`src/rtl/vga_timing_ctrl.sv`:
```
// 640x480@60 raster timing generator: waits for a stable PLL lock, then produces
// registered sx/sy counters, syncs, data-enable and line/frame strobes.
module vga_timing_ctrl #(
    parameter int H_ACTIVE      = 640,
    parameter int H_FP          = 16,
    parameter int H_SYNC        = 96,
    parameter int H_BP          = 48,
    parameter int V_ACTIVE      = 480,
    parameter int V_FP          = 10,
    parameter int V_SYNC        = 2,
    parameter int V_BP          = 33,
    parameter bit SYNC_POL      = 1'b0,
    parameter int SETTLE_CYCLES = 1024,
    parameter int CW            = 10
) (
    input  logic          clk,
    input  logic          rst,
    input  logic          pix_clk_lock,
    output logic [CW-1:0] sx,
    output logic [CW-1:0] sy,
    output logic          hsync,
    output logic          vsync,
    output logic          de,
    output logic          line_start,
    output logic          frame_start,
    output logic          running
);

    localparam int H_TOTAL = H_ACTIVE + H_FP + H_SYNC + H_BP;
    localparam int V_TOTAL = V_ACTIVE + V_FP + V_SYNC + V_BP;
    localparam int SW      = (SETTLE_CYCLES > 1) ? $clog2(SETTLE_CYCLES) : 1;

    localparam logic [CW-1:0] H_LAST   = CW'(H_TOTAL - 1);
    localparam logic [CW-1:0] V_LAST   = CW'(V_TOTAL - 1);
    localparam logic [CW-1:0] H_VIS    = CW'(H_ACTIVE);
    localparam logic [CW-1:0] V_VIS    = CW'(V_ACTIVE);
    localparam logic [CW-1:0] HS_START = CW'(H_ACTIVE + H_FP);
    localparam logic [CW-1:0] HS_END   = CW'(H_ACTIVE + H_FP + H_SYNC);
    localparam logic [CW-1:0] VS_START = CW'(V_ACTIVE + V_FP);
    localparam logic [CW-1:0] VS_END   = CW'(V_ACTIVE + V_FP + V_SYNC);
    localparam logic [SW-1:0] SETTLE_LAST = SW'(SETTLE_CYCLES - 1);

    typedef enum logic [1:0] {WAIT_LOCK, SETTLE, RUN} state_t;

    state_t        state_q, state_d;
    logic [SW-1:0] settle_q, settle_d;
    logic [CW-1:0] sx_q, sx_d, sy_q, sy_d;
    logic          hsync_q, hsync_d, vsync_q, vsync_d, de_q, de_d;
    logic          line_start_q, line_start_d, frame_start_q, frame_start_d;
    logic          running_q, running_d;
    logic          go_run;
    logic [CW-1:0] nx, ny;

    always_comb begin
        state_d       = state_q;
        settle_d      = settle_q;
        go_run        = 1'b0;
        nx            = '0;
        ny            = '0;
        sx_d          = '0;
        sy_d          = '0;
        hsync_d       = ~SYNC_POL;
        vsync_d       = ~SYNC_POL;
        de_d          = 1'b0;
        line_start_d  = 1'b0;
        frame_start_d = 1'b0;
        running_d     = 1'b0;

        case (state_q)
            WAIT_LOCK: begin
                settle_d = '0;
                if (pix_clk_lock) state_d = SETTLE;
            end
            SETTLE: begin
                if (!pix_clk_lock) begin
                    state_d  = WAIT_LOCK;
                    settle_d = '0;
                end else if (settle_q == SETTLE_LAST) begin
                    state_d  = RUN;
                    settle_d = '0;
                    go_run   = 1'b1;
                end else begin
                    settle_d = settle_q + SW'(1);
                end
            end
            RUN: begin
                // A lock drop abandons the frame immediately, even on a wrap cycle.
                if (!pix_clk_lock) begin
                    state_d = WAIT_LOCK;
                end else begin
                    go_run = 1'b1;
                    if (sx_q == H_LAST) begin
                        nx = '0;
                        ny = (sy_q == V_LAST) ? '0 : sy_q + CW'(1);
                    end else begin
                        nx = sx_q + CW'(1);
                        ny = sy_q;
                    end
                end
            end
            default: state_d = WAIT_LOCK;
        endcase

        // Outputs are decoded from the position about to be registered so they
        // stay aligned with sx/sy on the output pins.
        if (go_run) begin
            sx_d          = nx;
            sy_d          = ny;
            hsync_d       = (nx >= HS_START && nx < HS_END) ? SYNC_POL : ~SYNC_POL;
            vsync_d       = (ny >= VS_START && ny < VS_END) ? SYNC_POL : ~SYNC_POL;
            de_d          = (nx < H_VIS) && (ny < V_VIS);
            line_start_d  = (nx == '0);
            frame_start_d = (nx == '0) && (ny == '0);
            running_d     = 1'b1;
        end
    end

    always_ff @(posedge clk) begin
        if (rst) begin
            state_q       <= WAIT_LOCK;
            settle_q      <= '0;
            sx_q          <= '0;
            sy_q          <= '0;
            hsync_q       <= ~SYNC_POL;
            vsync_q       <= ~SYNC_POL;
            de_q          <= 1'b0;
            line_start_q  <= 1'b0;
            frame_start_q <= 1'b0;
            running_q     <= 1'b0;
        end else begin
            state_q       <= state_d;
            settle_q      <= settle_d;
            sx_q          <= sx_d;
            sy_q          <= sy_d;
            hsync_q       <= hsync_d;
            vsync_q       <= vsync_d;
            de_q          <= de_d;
            line_start_q  <= line_start_d;
            frame_start_q <= frame_start_d;
            running_q     <= running_d;
        end
    end

    assign sx          = sx_q;
    assign sy          = sy_q;
    assign hsync       = hsync_q;
    assign vsync       = vsync_q;
    assign de          = de_q;
    assign line_start  = line_start_q;
    assign frame_start = frame_start_q;
    assign running     = running_q;

endmodule

```
`config.mk`:
```
export PLATFORM = sky130hd
export DESIGN_NAME = vga_timing_ctrl
export DESIGN_NICKNAME = d
export VERILOG_FILES = /design/src/rtl/vga_timing_ctrl.sv
export SDC_FILE = /design/constraint.sdc
export NUM_CORES = 1
export LEC_CHECK = 0
export ABC_AREA = 1
export ABC_CLOCK_PERIOD_IN_PS = 1500
export CAP_MARGIN = 20
export CORE_AREA = 4 4 79 66
export DETAILED_ROUTE_END_ITERATION = 8
export DIE_AREA = 0 0 83 70
export PLACE_DENSITY = 0.75
export SYNTH_ARGS = -nofsm -noshare
export SYNTH_HDL_FRONTEND = slang
export SYNTH_SLANG_ARGS = --single-unit
```
`constraint.sdc`:
```
create_clock -name clk -period 1.5 [get_ports clk]
set_input_delay 0.3 -clock clk [delete_from_list [all_inputs] [get_ports clk]]
set_output_delay 0.3 -clock clk [all_outputs]
set_load 0.02 [all_outputs]
```
==> results.toml <==
[run_status]
outcome = "finished with violations"
violations = "setup timing"

[final_layout]
drive_gt1_share_pct = 42.2
num_antenna_cells = 0
fin_area_um2 = 3630
instances_no_fill = 494
area_growth_pct = 71.2
fin_nets = 443

[worst_hold_path]
holdPathEnd = "settle_q[8]"
hp-class = "flip-flop to flip-flop"
worstHoldPathCells = 2
hp-start = "settle_q[8]"

[grt]
grtUsageMet2_pct = 35.1
grt.total_usage_pct = 21.6
grt_pass1_wl_um = 10300
grt_pass1_vias = 2289
met1_usage_pct = 28.9
use_met3_pct = 3.89
grt_overflow = 0
grt_max_degree = 14
top_usage_layer = "met2"
antenna_found_initial = 1

[clocking]
clk_path_buf_depth = 2
cts_tree = "built"
clk_pin_slew_ns = 0.08
htree_num_levels = 2
clock_sinks = 38
cts_root_buffer = "clkbuf_8"
cts_made_buffers = 5
worstSkewPairLatency_ns = 0.30

[sta]
finalSetupViolCount = 16
min_period_ns = 1.88
maxSlewViolCount = 0
worst_slack_ns = -0.383
hold_viol_final = 0
tns_ns = -2.26
relSlewSlack_pct = 73.2
worst_slew_pin_slew_ns = 0.399
fin_worst_skew_ns = 0.00883
rsz0062_at_grt = "yes"
whs_ns = 0.472
period_share_pct = 126
max_freq_ghz = 0.531

[placed_design]
hpwl_um = 4590
io_buffers = 28
place_congestion = 0.850
pre_cts_slack_ns = -0.385
dpl.cell_count = 471
placed_cell_area_um2 = 3000

[power]
powerDensity_nw_per_um2 = 888
p_leak_nw = 1.65
ir_drop_uv = 726

[drt]
vias = 2692
routed_wl_um = 8030
viasPerCell = 5.45
firstDrtPassIters = 5
drcViolationCount = 0
post_drt_wl_per_cell_um = 16.3
detail-route-antenna-nets = 0
drt_iter0_drc = 231

[floorplan]
fp.dieW_um = 83
core_um2 = 4460
rows = 22
fp.dieArea_um2 = 5810
ios = 29
die_h_um = 70
start_util_pct = 47.6

[logic_synthesis]
syn_inst = 317
syn_avg_cell_area_um2 = 6.69
yosys_warnings = 0
synthTopCellsByArea = "dfxtp_1 (36%), nand2_1 (14%), nor2_1 (9.6%)"
synth_seq_area_share_pct = 35.9
synth_fp_nets = 327
ys_ff_latch = 38
ys_types = 26
yosysTopAreaCell = "dfxtp_1"
netlist.area_leader.share_pct = 35.9
syn_area_um2 = 2120

[setup_path]
critPathSlowestCell = "dfxtp_4"
rr_endpoint = "frame_start"
criticalPathCategory = "flip-flop to flip-flop"
slowest_delay_ns = 0.36
worst_setup_path_start_kind = "flip-flop"
timing.reg2reg.setup_slack_ns = -0.38
crit_start = "sx[1]"
required_ns = 1.73
crit_path_cell_trace = "ha_4, nand3_4, nor2_4, nand2_4, nand2_8, nand2_8, nand3_4, nand2_1, nor2_1, nand3_1, nor2_1"
critPathArrivalTime_ns = 2.12
r2r-start = "sx[1]"
end_kind = "flip-flop"
reg2reg_depth = 11
crit_fanout = 8

[flow_run]
maxCapViolations = 0
area by class of cell:
type / instances / area, um^2
Inverter: 41 / 161
Tap cell: 60 / 75.1
Clock buffer: 5 / 68.8
Clock inverter: 3 / 68.8
Multi-Input combinational cell: 236 / 1530
Fill cell: 270 / 830
Sequential cell: 38 / 781
Timing Repair Buffer: 111 / 950
synth_stat cells, drive strengths merged:
cell / number
nand2: 83
nor2: 61
inv: 41
nand3: 39
dfxtp: 38
nand4: 10
a21oi: 8
nor3: 8
ha: 7
o21ai: 7
xor2: 3
a211oi: 2
and2: 2
buf: 2
a21boi: 1
a2bb2oi: 1
o31ai: 1
or2: 1
or3: 1
xnor2: 1
critical path, delay by kind of cell (launching register included):
family                   cells  cell delay [ns]
flip-flops                   1             0.36
AND/OR/NAND/NOR             10             1.30
adder cells (fa/ha/maj)      1             0.15
report_power, final:
group	internal, W	switching [W]
clock network	0.000666	0.000399
logic	0.000439	0.000612
registers	0.00107	0.0000416
total	0.00217	0.00105
stage by stage:
stage               util [%]  total power (W)
finish                  81.4          0.00322
global route            81.4          0.00336
CTS                     72.6          0.00298
detailed placement      67.3          0.00192
global placement        67.3          0.00190
floorplan                  -          0.00157
cell families after synthesis:
kind of cell | share of synthesized area (%)
compound gates | 5.37
xor+xnor | 1.65
fa+ha+maj | 4.13
buf+inv | 8.02
flops | 35.9
simple gates | 45.0
registers in the layout, summed over array words and instances, names as in the netlist:
| register | count |
|---|---|
| settle_q | 10 |
| sx | 10 |
| sy | 10 |
| state_q | 2 |
| de | 1 |
| frame_start | 1 |
| hsync | 1 |
| line_start | 1 |
| running | 1 |
| vsync | 1 |
cell usage in the layout (no fill, tap or decap), types with 3 or more instances in the layout:
master	n
dfxtp_1	28
inv_2	3
nand3_1	20
o21ai_0	5
nor2_1	41
a21oi_1	5
dfxtp_4	3
nand2_2	17
inv_1	37
nand3_4	4
ha_1	3
nand4_1	10
dfxtp_2	7
nor2_4	9
nand3_2	15
xor2_1	3
buf_6	13
dlygate4sd2_1	26
nor2_2	11
nand2_1	57
nand2_4	7
clkbuf_8	5
buf_4	68
nor3_1	7
routing by layer:
layer | wire length (um) | vias up
met2 | 4040 | 130
met4 | 324 | 0
met3 | 541 | 37
li1 | - | 1254
met1 | 3120 | 1271
met5 | 0 | -
how the worst max path moves through the flow:
stage             endpoint  depth (start not counted)
2_1_floorplan        vsync                         10
3_3_place_gp         hsync                          8
3_5_place_dp         hsync                          8
4_1_cts        frame_start                         11
5_1_grt              vsync                         11
6_report       frame_start                         11
what timing repair did:
item,in CTS,in global routing
gates resized for setup,52,81
pin swaps,9,29
buffers inserted,6,12
cloned,0,1
hold buffers,0,0
endpoints found under the setup margin,50,38
hold endpoints to repair,0,0
No activity file was read; power rests on OpenSTA's default activity.
